### config.mk
export PLATFORM = sky130hd
export DESIGN_NAME = digit_scan_ctrl
export DESIGN_NICKNAME = d
export VERILOG_FILES = /design/src/rtl/digit_scan_ctrl_pkg.sv /design/src/rtl/digit_scan_ctrl_tick_prescaler.sv /design/src/rtl/digit_scan_ctrl.sv
export SDC_FILE = /design/constraint.sdc
export NUM_CORES = 1
export LEC_CHECK = 0
export ABC_AREA = 1
export BUFFER_PORTS_ARGS = -buffer_cell sky130_fd_sc_hd__buf_2
export CORE_ASPECT_RATIO = 0.7
export CORE_MARGIN = 4
export CORE_UTILIZATION = 44
export CTS_CLUSTER_DIAMETER = 40
export DETAILED_ROUTE_END_ITERATION = 16
export HOLD_SLACK_MARGIN = 0.08
export PLACE_DENSITY = 0.69
export SYNTH_ARGS = -nofsm -noshare
export SYNTH_HDL_FRONTEND = slang
export SYNTH_SLANG_ARGS = --single-unit
### constraint.sdc
create_clock -name clk -period 1.7 [get_ports clk]
set_input_delay 0.085 -clock clk [delete_from_list [all_inputs] [get_ports clk]]
set_output_delay 0.085 -clock clk [all_outputs]
set_load 0.1 [all_outputs]
### src/rtl/digit_scan_ctrl_pkg.sv
// -----------------------------------------------------------------------------
// digit_scan_ctrl_pkg
//   Shared definitions for the 4-digit multiplexed display scanner:
//   scan FSM state encoding, digit count and a small sizing helper.
// -----------------------------------------------------------------------------
package digit_scan_ctrl_pkg;

    // Scan FSM encoding (2 bit).
    typedef enum logic [1:0] {
        ST_IDLE  = 2'd0,
        ST_BLANK = 2'd1,
        ST_ON    = 2'd2
    } scan_state_t;

    localparam int NUM_DIGITS = 4;

    // Larger of two integers, used to size the shared tick counter.
    function automatic int max2(input int a, input int b);
        return (a > b) ? a : b;
    endfunction

endpackage

### src/rtl/digit_scan_ctrl_tick_prescaler.sv
// -----------------------------------------------------------------------------
// tick_prescaler
//   Free-running clock divider producing a one-cycle tick every DIV cycles.
//   Counts 0..DIV-1; tick is high while the count sits at DIV-1.
// Ports
//   clk   in  1  system clock
//   rst   in  1  synchronous reset, active-high
//   clr   in  1  synchronous clear; holds the count at 0
//   tick  out 1  one-cycle pulse every DIV cycles
// -----------------------------------------------------------------------------
module tick_prescaler #(
    parameter int DIV = 50000
) (
    input  logic clk,
    input  logic rst,
    input  logic clr,
    output logic tick
);

    localparam int CW = (DIV > 1) ? $clog2(DIV) : 1;
    localparam logic [CW-1:0] LAST = CW'(DIV - 1);
    localparam logic [CW-1:0] ONE  = CW'(1);

    logic [CW-1:0] cnt;

    always_ff @(posedge clk) begin
        if (rst || clr) begin
            cnt <= '0;
        end else if (cnt == LAST) begin
            cnt <= '0;
        end else begin
            cnt <= cnt + ONE;
        end
    end

    assign tick = (cnt == LAST);

endmodule

### src/rtl/digit_scan_ctrl.sv
// -----------------------------------------------------------------------------
// digit_scan_ctrl
//   Drives the A/B select and active-low enable of a 2-to-4 digit decoder so
//   a 4-digit multiplexed display is scanned digit 0..3. Each digit slot is a
//   dark gap (BLANK_TICKS ticks) followed, if the digit is enabled, by a lit
//   period (ON_TICKS ticks). The displayed 16-bit BCD value only changes at a
//   frame boundary (idx leaving 3) or when scanning starts.
//
//   Handshake: load is a single-cycle strobe with no back-pressure; every
//   strobe is accepted. A captured value waits in a pending register until
//   the next activation point, where it becomes active and load_ack pulses.
//
// Ports
//   clk        in  1   system clock, rising edge
//   rst        in  1   synchronous reset, active-high
//   run        in  1   1 = scan, 0 = go dark and park in IDLE
//   load       in  1   one-cycle strobe capturing value
//   value      in  16  four BCD digits, digit i = value[4i+3:4i]
//   digit_en   in  4   per-digit enable mask
//   sel_a      out 1   decoder A = digit index bit 1
//   sel_b      out 1   decoder B = digit index bit 0
//   en_n       out 1   decoder enable, active-low
//   bcd        out 4   nibble of the active value for the current digit
//   frame_done out 1   pulse when the digit-3 slot ends
//   load_ack   out 1   pulse when a captured value becomes active
//
//   All outputs are registered from the current state/idx, so sel/bcd/en_n
//   all lag the internal scan position by one cycle and stay aligned.
// -----------------------------------------------------------------------------
module digit_scan_ctrl
    import digit_scan_ctrl_pkg::*;
#(
    parameter int DIV         = 50000,
    parameter int ON_TICKS    = 4,
    parameter int BLANK_TICKS = 1
) (
    input  logic                      clk,
    input  logic                      rst,
    input  logic                      run,
    input  logic                      load,
    input  logic [4*NUM_DIGITS-1:0]   value,
    input  logic [NUM_DIGITS-1:0]     digit_en,
    output logic                      sel_a,
    output logic                      sel_b,
    output logic                      en_n,
    output logic [3:0]                bcd,
    output logic                      frame_done,
    output logic                      load_ack
);

    localparam int TW = $clog2(max2(ON_TICKS, BLANK_TICKS) + 1);
    localparam logic [TW-1:0] ON_LAST    = TW'(ON_TICKS - 1);
    localparam logic [TW-1:0] BLANK_LAST = TW'(BLANK_TICKS - 1);
    localparam logic [TW-1:0] TONE       = TW'(1);

    scan_state_t            state, state_nxt;
    logic [1:0]             idx, idx_nxt;
    logic [TW-1:0]          tcnt, tcnt_nxt;
    logic                   boundary;
    logic                   start;
    logic                   activate;
    logic                   tick;
    logic                   presc_clr;
    logic [4*NUM_DIGITS-1:0] active;
    logic [4*NUM_DIGITS-1:0] pending;
    logic                   pend_flag;

    // Prescaler is held at zero in IDLE so every scan starts phase-aligned.
    assign presc_clr = (state == ST_IDLE);

    tick_prescaler #(.DIV(DIV)) u_presc (
        .clk  (clk),
        .rst  (rst),
        .clr  (presc_clr),
        .tick (tick)
    );

    // Next-state logic. run=0 overrides everything and parks the scan.
    always_comb begin
        state_nxt = state;
        idx_nxt   = idx;
        tcnt_nxt  = tcnt;
        boundary  = 1'b0;
        start     = 1'b0;
        if (!run) begin
            state_nxt = ST_IDLE;
            idx_nxt   = 2'd0;
            tcnt_nxt  = '0;
        end else begin
            case (state)
                ST_IDLE: begin
                    state_nxt = ST_BLANK;
                    idx_nxt   = 2'd0;
                    tcnt_nxt  = '0;
                    start     = 1'b1;
                end
                ST_BLANK: begin
                    if (tick) begin
                        if (tcnt == BLANK_LAST) begin
                            tcnt_nxt = '0;
                            // digit_en is only looked at here, at the end of the gap
                            if (digit_en[idx]) begin
                                state_nxt = ST_ON;
                            end else begin
                                idx_nxt  = idx + 2'd1;
                                boundary = (idx == 2'd3);
                            end
                        end else begin
                            tcnt_nxt = tcnt + TONE;
                        end
                    end
                end
                ST_ON: begin
                    if (tick) begin
                        if (tcnt == ON_LAST) begin
                            tcnt_nxt  = '0;
                            state_nxt = ST_BLANK;
                            idx_nxt   = idx + 2'd1;
                            boundary  = (idx == 2'd3);
                        end else begin
                            tcnt_nxt = tcnt + TONE;
                        end
                    end
                end
                default: begin
                    state_nxt = ST_IDLE;
                    idx_nxt   = 2'd0;
                    tcnt_nxt  = '0;
                end
            endcase
        end
    end

    // Display value may swap at a frame boundary or when a scan starts.
    assign activate = boundary || start;

    always_ff @(posedge clk) begin
        if (rst) begin
            state      <= ST_IDLE;
            idx        <= 2'd0;
            tcnt       <= '0;
            active     <= '0;
            pending    <= '0;
            pend_flag  <= 1'b0;
            sel_a      <= 1'b0;
            sel_b      <= 1'b0;
            en_n       <= 1'b1;
            bcd        <= 4'd0;
            frame_done <= 1'b0;
            load_ack   <= 1'b0;
        end else begin
            state      <= state_nxt;
            idx        <= idx_nxt;
            tcnt       <= tcnt_nxt;
            sel_a      <= idx[1];
            sel_b      <= idx[0];
            // Gate with run so stopping darkens the display on the next edge.
            en_n       <= !((state == ST_ON) && run);
            bcd        <= active[{idx, 2'b00} +: 4];
            frame_done <= boundary;
            load_ack   <= 1'b0;
            // A load arriving on the activation cycle beats the older pending value.
            if (activate && load) begin
                active    <= value;
                pend_flag <= 1'b0;
                load_ack  <= 1'b1;
            end else if (activate && pend_flag) begin
                active    <= pending;
                pend_flag <= 1'b0;
                load_ack  <= 1'b1;
            end else if (load) begin
                pending   <= value;
                pend_flag <= 1'b1;
            end
        end
    end

endmodule

==> reports/qor.yml, run 1 <==
placed_design:
  dp_hpwl_mm: 5.305
  dp_cells: 606
  globalplace.congestion: 0.8330
  port_buffers: 32
critical_path:
  path_cells: "inv_1, ha_4, nand3_1, nor2_2, nand3_2, nand2_4, buf_12, nand2_8, nand2_2, nand2_1, a21oi_2"
  critPathRequiredTime_ns: 1.98
  cp_slowest_stage_delay_ns: 0.35
  cp_max_fo: 8
  worstSetupPathType: "reg2reg"
  slowest_stage: "dfxtp_2"
  startpoint_type: "flip-flop"
  critPathCaptureType: "flip-flop"
  cp.arrival_ns: 1.94
die:
  die-height_um: 80.23
  io_pins: 33
  die_area_um2: 8920
  die_w_um: 111.2
  start_util_pct: 45.00
  core-area_um2: 7287
  core.rowCount: 26
cells_and_area:
  drive_above_1_share_pct: 29.51
  final_cell_mix: "nand2_1, inv_1, dfxtp_1, a21oi_1, buf_2"
  final_util_pct: 58.88
  layout_commonest_cell: "nand2_1"
  n_antenna_cell: 0
  nets: 578
  nFillCells: 675
  area_growth_pct: 30.83
  layout.cells.non_filler: 647
global_route:
  grt_max_degree: 36
  grt_pass1_wl_mm: 13.18
  grt_usage_pct: 18.21
  antenna_found_initial: 0
  grt-ovfl-total: 0
  grt_pass1_vias: 2881
synthesis:
  syn_inst: 466
  yosys_register_bits: 65
  synth_flop_cell: "dfxtp_1"
  synth_cell_types: 32
  syn_area_per_cell_um2: 7.037
  synth_area_um2: 3279
  synth_edf_count: 0
  syn-num-nets: 500
  ys_seq_area_share_pct: 39.68
  synthArstFlopShare_pct: 0
  synth_warnings: 0
sta:
  worst_pin_slew_ns: 0.4911
  period_needed_ns: 1.663
  fin_skew_ns: 0.007928
  fmax_mhz: 601.5
  rsz0062_at_grt: "true"
  slew_headroom_pct: 67.48
  hold_viol_final: 0
  tns_ns: 0
  setup_viol: 0
  post-route-period-util_pct: 97.80
  report.final.slew_viol_count: 0
drt:
  drt-pass1-iter-count: 4
  drt-initial-drc-count: 159
  wl_met3_um: 358
  ant_nets: 0
  wirelength_mm: 7.942
  via_per_inst: 4.819
  drc_errors: 0
  top_layer: "met4"
  wire_per_inst_um: 12.28
  via_count: 3118
  wl_met1_mm: 3.817
  dr_wl_met2_mm: 3.686
clock_network:
  htree_levels: 3
  cts_sinks: 65
  cts_buffer_depth: 2
  path_clk_slew_ns: 0.07
  numCtsBuffers: 9
  worstSkewPairLatency_ns: 0.34
  root_buffer: "clkbuf_8"
  cts_tree: "built"
status:
  status: "finished, final reports clean"
run:
  maxCapViolCount: 0
hold_path:
  holdCritPathClass: "in2reg"
power:
  peakVddDrop_v: 0.0004802
  power_leakage_nw: 1.910
  p_per_area_nw_per_um2: 892.8
  power.total_mw: 3.831
-- state kept, by name, summed over array words and instances (netlist names) --
| signal | cells |
|---|---|
| state | 2 |
| bcd | 4 |
| pend_flag | 1 |
| idx | 2 |
| load_ack | 1 |
| sel_a | 1 |
| active | 16 |
| pending | 16 |
| frame_done | 1 |
| en_n | 1 |
| u_presc.cnt | 16 |
| sel_b | 1 |
| tcnt | 3 |
-- cell usage after synthesis (6+ instances only) --
library cell | n | area, um^2
o21ai_0 | 14 | 70.07
clkbuf_1 | 6 | 22.52
nor3_1 | 6 | 30.03
nand2_2 | 10 | 62.56
a21oi_1 | 44 | 220.2
nand3_1 | 27 | 135.1
dfxtp_1 | 65 | 1301
ha_1 | 10 | 125.1
nand2_1 | 130 | 488.0
nor2_1 | 29 | 108.9
a21oi_2 | 14 | 122.6
inv_1 | 75 | 281.5
-- layer usage --
metal	up-vias	track usage, %
li1	1598	-
met1	1452	24.55
met5	-	0
met2	61	29.12
met4	0	6.318
met3	7	3.765
-- critical path: cells and delay by family (launching register included) --
| family | cells | cell delay (ns) |
|---|---|---|
| AO/OA/AOI/OAI | 1 | 0.13 |
| adder cells (fa/ha/maj) | 1 | 0.27 |
| buffers and inverters | 2 | 0.21 |
| flip-flops | 1 | 0.35 |
| AND/OR/NAND/NOR | 7 | 0.65 |
-- timing repair --
item	in CTS	in global routing
setup buffers	2	5
hold buffers	17	0
endpoints found under the hold margin	28	0
gates resized for setup	10	44
pin swaps	7	8
endpoints found under the setup margin	33	43
cloned	1	0
-- power by group --
part | switching (mW) | internal, mW
clock network | 0.615 | 0.712
registers | 0.0442 | 1.62
logic | 0.532 | 0.311
total | 1.19 | 2.64
-- per-stage QoR --
step	cell area, um^2	setup slack (ns)	hold slack [ns]
final	4290	0.03738	0.1433
after CTS	4103	0.003701	0.1208
after floorplan	3279	0.02231	0.2494
after global routing	4290	-0.09145	0.1519
after detailed placement	3677	-0.08808	0.3523
after global placement	3677	-0.03379	0.3672
-- final timing paths --
path	slack, ns	start	to	cells after the start
setup / recovery	0.04	state[1]	active[12]	11
hold / removal	0.14	run	state[1]	3
hold reg to reg	0.46	pending[2]	pending[2]	2
setup reg to reg	0.04	state[1]	active[12]	11
-- kinds of logic (layout without fill, tap and decap cells) --
| kind of cell | Yosys count | in the layout | synth area share [%] |
|---|---|---|---|
| buf+inv | 95 | 177 | 12.74 |
| fa+ha+maj | 10 | 10 | 3.815 |
| simple gates | 219 | 220 | 29.87 |
| flops | 65 | 65 | 39.68 |
| xor+xnor | 3 | 3 | 0.8014 |
| compound gates | 74 | 74 | 13.09 |
-- layout make-up --
cell class	count	area, um^2	area share (%)
sequential	65	1309	30.50
multi-input combinational	307	1735	40.45
clock buffer	11	141.4	3.295
inverter	78	292.8	6.824
clock inverter	5	55.05	1.283
timing repair buffer	83	634.4	14.79
tap	98	122.6	2.858
No activity file was read; power rests on OpenSTA's default activity.
==> run 2: changes to the inputs <==
--- a/config.mk
+++ b/config.mk
@@ -7,13 +7,15 @@
 export LEC_CHECK = 0
 export ABC_AREA = 1
 export BUFFER_PORTS_ARGS = -buffer_cell sky130_fd_sc_hd__buf_2
+export CELL_PAD_IN_SITES_DETAIL_PLACEMENT = 0
+export CELL_PAD_IN_SITES_GLOBAL_PLACEMENT = 1
 export CORE_ASPECT_RATIO = 0.7
 export CORE_MARGIN = 4
-export CORE_UTILIZATION = 44
+export CORE_UTILIZATION = 38
 export CTS_CLUSTER_DIAMETER = 40
 export DETAILED_ROUTE_END_ITERATION = 16
 export HOLD_SLACK_MARGIN = 0.08
-export PLACE_DENSITY = 0.69
+export PLACE_DENSITY = 0.79
 export SYNTH_ARGS = -nofsm -noshare
 export SYNTH_HDL_FRONTEND = slang
 export SYNTH_SLANG_ARGS = --single-unit
==> run 2 against run 1 <==
The run now ends with negative setup slack left. Final area up 8.0%. Combinational power up 4.0%. Utilization down 4.0 points. Sequential cell count unchanged. Sequential share of layout area shrank 2.0 points. Die area increased by 14%. Cell count grew 5.6%. Critical path depth did not move. Largest cell class unchanged. Highest routed layer unchanged.
==> reports/qor.yml, run 2 (same netlist as run 1, synthesis figures left out) <==
status:
  status: "finished with violations"
  violations: "negative setup slack"
power:
  combPwrFrac_pct: 19.2
  intPower_mw: 3.278
  p_per_area_nw_per_um2: 986.2
  power_leakage_nw: 2.068
  switchingPower_mw: 1.293
  power_frac_clock_pct: 44.5
  peakVddDrop_v: 0.0004657
  swShare_pct: 28.28
  power_frac_seq_pct: 36.3
die:
  io_pins: 33
  die_area_um2: 10200
  start_util_pct: 38.84
  die-height_um: 85.73
  die_w_um: 119.0
  core-area_um2: 8443
  core.rowCount: 28
placed_design:
  dp_cells: 636
  dp_hpwl_mm: 5.412
  dp_worst_setup_slack_ns: -0.05490
  globalplace.congestion: 0.7983
  port_buffers: 32
critical_path:
  crit_path_frequent_cell: "nand3_2"
  slowest_stage: "dfxtp_2"
  startpoint_type: "flip-flop"
  critPathCaptureType: "flip-flop"
  cp.arrival_ns: 1.94
  crit_family: "simple AND/OR/NAND/NOR gates"
  path_cells: "inv_2, ha_4, nand3_2, nor2_2, nand3_2, nand2_4, nand2_8, buf_6, inv_6, clkbuf_16, a21oi_1"
  cp_num_buf_inv: 4
  cp_slowest_stage_delay_ns: 0.35
  critPathRequiredTime_ns: 1.92
  cp_max_fo: 7
  worstSetupPathType: "reg2reg"
sta:
  report.final.slew_viol_count: 0
  post-route-period-util_pct: 101.5
  hold_viol_final: 0
  fmax_mhz: 579.7
  slew_headroom_pct: 67.62
  fin_skew_ns: 0.008800
  setup_viol: 9
  worst_pin_slew_ns: 0.4857
  fin_ws_ns: -0.02491
  period_needed_ns: 1.725
  rsz0062_at_grt: "true"
cells_and_area:
  reg_top3: "active: 16 flops, pending: 16 flops, u_presc.cnt: 16 flops"
  final_cell_mix: "nand2_1, inv_1, dfxtp_1, buf_4, a21oi_1"
  nFillCells: 798
  layout_commonest_cell: "nand2_1"
  n_antenna_cell: 0
  drive_above_1_share_pct: 34.10
  nets: 592
  area_growth_pct: 41.32
  layout.cells.non_filler: 683
clock_network:
  worstSkewPairLatency_ns: 0.33
  numCtsBuffers: 9
  cts_buffer_depth: 2
  cts_sinks: 65
  root_buffer: "clkbuf_16"
  path_clk_slew_ns: 0.06
  cts_tree: "built"
  htree_levels: 3
global_route:
  grt_pass1_vias: 2939
  grt_usage_pct: 16.47
  antenna_found_initial: 0
  grt-ovfl-total: 0
  grt_max_degree: 36
  grt_pass1_wl_mm: 13.63
run:
  maxCapViolCount: 0
drt:
  ant_nets: 0
  drt-pass1-iter-count: 4
  wire_per_inst_um: 12.26
  via_per_inst: 4.543
  wirelength_mm: 8.374
  drt-initial-drc-count: 129
  via_count: 3103
  drc_errors: 0
hold_path:
  holdCritPathClass: "in2reg"
## run 2: changes by cell type in the layout (fill, tap and decap cells not counted), sizes merged
cell,before,now
dlygate4sd3,17,16
clkinvlp,2,1
buf,66,80
inv,77,78
bufinv,1,2
## run 2: what timing repair did
| item | 4_1_cts | 5_1_grt |
|---|---|---|
| hold buffers | 16 | 0 |
| hold endpoints to repair | 16 | 0 |
| gates cloned | 2 | 1 |
| setup endpoints to repair | 35 | 43 |
| pin swaps | 8 | 16 |
| setup buffers | 5 | 8 |
| gates resized for setup | 30 | 44 |
## run 2: final cells by class
| cell class | count | area (um^2) | area share (%) |
|---|---|---|---|
| clock buffers | 10 | 239.0 | 5.157 |
| multi-input cells | 307 | 1759 | 37.96 |
| flip-flops and latches | 65 | 1321 | 28.51 |
| clock inverters | 6 | 90.09 | 1.944 |
| well taps | 120 | 150.1 | 3.240 |
| repair buffers | 97 | 774.5 | 16.71 |
| inverters | 78 | 300.3 | 6.479 |
## run 2: stage by stage
| stage | hold WS (ns) | utilization [%] | power (mW) | TNS [ns] | area (um^2) |
|---|---|---|---|---|---|
| after floorplan | 0.2494 | - | 2.232 | 0 | 3279 |
| after global placement | 0.3704 | 44.59 | 2.427 | -0.1378 | 3765 |
| after detailed placement | 0.3770 | 44.59 | 2.436 | -0.6505 | 3765 |
| after CTS | 0.09638 | 52.19 | 4.555 | -0.2146 | 4407 |
| after global routing | 0.1551 | 54.89 | 4.754 | -1.761 | 4634 |
| final | 0.09829 | 54.89 | 4.570 | -0.08782 | 4634 |
## run 2: path summary, 6_finish.rpt
check | startpoint | end | slack, ns | cells after the start
max | state[1] | active[5] | -0.02 | 11
min | rst | u_presc.cnt[7] | 0.1 | 4
max reg2reg | state[1] | active[5] | -0.02 | 11
min reg2reg | pending[8] | pending[8] | 0.46 | 2
## run 2: metal layers
layer	part of all wire (%)	vias up	global-route usage (%)	wire (um)
met5	0	-	0	0
met4	0.75	0	5.047	63
met3	3.9	6	4.087	330
met2	44	34	26.09	3725
met1	51	1428	22.27	4255
li1	-	1635	-	-
## run 2: power by group through the flow
stage / registers (mW) / logic [mW] / clock network [mW]
floorplan: 1.79 / 0.440 / 0
global placement: 1.69 / 0.740 / 0
detailed placement: 1.69 / 0.746 / 0
CTS: 1.66 / 0.836 / 2.06
global route: 1.67 / 0.967 / 2.12
finish: 1.66 / 0.878 / 2.03
## run 2: worst register-to-register path: cells and delay by family (launching register included)
kind / cells / cell delay [ns]
compound gates: 1 / 0.06
simple gates: 5 / 0.52
buf+inv: 4 / 0.40
flops: 1 / 0.35
fa+ha+maj: 1 / 0.27
==> run 3: changes to the inputs <==
--- a/config.mk
+++ b/config.mk
@@ -14,8 +14,10 @@
 export CORE_UTILIZATION = 38
 export CTS_CLUSTER_DIAMETER = 40
 export DETAILED_ROUTE_END_ITERATION = 16
+export GPL_TIMING_DRIVEN = 0
 export HOLD_SLACK_MARGIN = 0.08
 export PLACE_DENSITY = 0.79
+export RECOVER_POWER = 100
 export SYNTH_ARGS = -nofsm -noshare
 export SYNTH_HDL_FRONTEND = slang
 export SYNTH_SLANG_ARGS = --single-unit
==> run 3 against run 2 <==
The flow still finishes with violations (negative setup slack). Critical path depth unchanged. Utilization down 3.3 points. Clock power down 6%. Clock skew down 0.0026 ns. First-iteration DRC count up 8.5%. Count of clock-buffer cells in the layout up 2. Sequential cell count unchanged. Cell count down 3.5%. Maximum frequency down 0.46%. Hold slack better by 0.028 ns. Register-to-register slack about the same. Sequential share of layout area up 1.8 points. Critical path type unchanged.
==> reports/qor.yml, run 3 (same netlist as run 1, synthesis figures left out) <==
power:
  power_frac_seq_pct: 37.9
  intPower_mw: 3.130
  switchingPower_mw: 1.261
  peakVddDrop_v: 0.0005714
  power_frac_clock_pct: 43.2
  combPwrFrac_pct: 18.9
  swShare_pct: 28.71
  power_leakage_nw: 1.896
  p_per_area_nw_per_um2: 1008
global_route:
  grt-ovfl-total: 0
  antenna_found_initial: 0
  grt_usage_pct: 16.74
  grt_max_degree: 12
  grt_pass1_vias: 2774
  grt_pass1_wl_mm: 13.48
critical_path:
  cp.arrival_ns: 2.00
  cp_num_buf_inv: 2
  critPathRequiredTime_ns: 1.97
  path_cells: "inv_4, ha_4, nand3_2, nor2_2, nand3_2, nand2_4, nand2_8, nand2_8, clkbuf_16, nand2_2, a21oi_2"
  slowest_stage: "dfxtp_4"
  cp_max_fo: 8
  startpoint_type: "flip-flop"
  worstSetupPathType: "reg2reg"
  critPathCaptureType: "flip-flop"
  crit_family: "simple AND/OR/NAND/NOR gates"
  cp_slowest_stage_delay_ns: 0.38
status:
  violations: "negative setup slack"
  status: "finished with violations"
sta:
  fin_skew_ns: 0.006217
  fin_ws_ns: -0.03286
  setup_viol: 11
  report.final.slew_viol_count: 0
  post-route-period-util_pct: 101.9
  fmax_mhz: 577.1
  slew_headroom_pct: 56.52
  whs_ns: 0.1266
  hold_viol_final: 0
  period_needed_ns: 1.733
  worst_pin_slew_ns: 0.6522
  rsz0062_at_grt: "true"
drt:
  via_count: 3045
  wirelength_mm: 8.084
  wire_per_inst_um: 12.27
  via_per_inst: 4.621
  ant_nets: 0
  drt-pass1-iter-count: 4
  drt-initial-drc-count: 140
  drc_errors: 0
hold_path:
  holdCritPathClass: "in2reg"
die:
  die_area_um2: 10200
  core.rowCount: 28
  core-area_um2: 8443
  io_pins: 33
  die_w_um: 119.0
  die-height_um: 85.73
  start_util_pct: 38.84
placed_design:
  dp_worst_setup_slack_ns: -0.2590
  port_buffers: 30
  globalplace.congestion: 0.7999
  dp_hpwl_mm: 5.557
clock_network:
  cts_sinks: 65
  cts_buffer_depth: 2
  cts_tree: "built"
  path_clk_slew_ns: 0.06
  root_buffer: "clkbuf_16"
  numCtsBuffers: 9
  worstSkewPairLatency_ns: 0.34
  htree_levels: 3
cells_and_area:
  final_cell_mix: "nand2_1, inv_1, dfxtp_1, a21oi_1, nor2_1"
  reg_top3: "active: 16 flops, pending: 16 flops, u_presc.cnt: 16 flops"
  area_growth_pct: 32.81
  final_util_pct: 51.59
  nFillCells: 827
  drive_above_1_share_pct: 27.46
  nets: 568
  n_antenna_cell: 0
  layout_commonest_cell: "nand2_1"
run:
  maxCapViolCount: 0
[run 3: cell count changes in the layout (fill, tap and decap cells not counted), sizes merged]
cell | previous run | this run
inv | 78 | 77
clkbuf | 11 | 29
buf | 80 | 41
nand2 | 145 | 144
bufinv | 2 | 1
[run 3: per-layer routing]
metal	wire length, um	vias up	global-route usage (%)
met4	40	0	3.785
met1	4043	1397	22.87
met2	3625	55	24.86
li1	-	1589	-
met5	0	-	0
met3	373	4	6.724
[run 3: worst paths after layout]
path	start	to	slack [ns]	cells after the start
worst max-delay path	state[1]	pending[14]	-0.03	11
worst min-delay path	run	state[1]	0.13	3
worst max register to register	state[1]	pending[14]	-0.03	11
worst min register to register	u_presc.cnt[0]	u_presc.cnt[0]	0.44	1
[run 3: cell type report]
cell class	count	area (um^2)	share of cell area, %
Buffer	17	138.9	3.189
Clock inverter	4	51.30	1.178
Inverter	78	300.3	6.895
Clock buffer	12	256.5	5.889
Sequential cell	65	1321	30.34
Timing Repair Buffer	57	417.9	9.595
Tap cell	120	150.1	3.447
Multi-Input combinational cell	306	1719	39.47
[run 3: power by group through the flow]
stage / logic, mW / registers [mW] / clock network (mW)
after global routing: 0.920 / 1.68 / 2.02
after CTS: 0.775 / 1.66 / 1.94
after detailed placement: 0.708 / 1.69 / 0
after global placement: 0.699 / 1.69 / 0
after floorplan: 0.440 / 1.79 / 0
final: 0.829 / 1.66 / 1.90
[run 3: timing repair]
item	in CTS	in global routing
hold endpoints to repair	17	0
cloned	0	1
setup endpoints to repair	48	51
hold buffers	16	0
pin swaps	3	13
setup buffers	5	5
gates resized for setup	27	41
[run 3: worst register-to-register path, cell delays in order (launching register included)]
cell,delay (ns)
dfxtp_4,0.38
inv_4,0.05
ha_4,0.27
nand3_2,0.07
nor2_2,0.12
nand3_2,0.12
nand2_4,0.13
nand2_8,0.10
nand2_8,0.12
clkbuf_16,0.16
nand2_2,0.05
a21oi_2,0.10
[run 3: through the flow]
step                instance area (um^2)  total power [mW]  setup TNS (ns)  std cells
global placement                    3580             2.389          -6.270        616
finish                              4355             4.390         -0.1824        659
detailed placement                  3580             2.402          -7.938        616
floorplan                           3279             2.232               0        466
CTS                                 4170             4.380         -0.1584        653
global route                        4355             4.617          -3.346        659
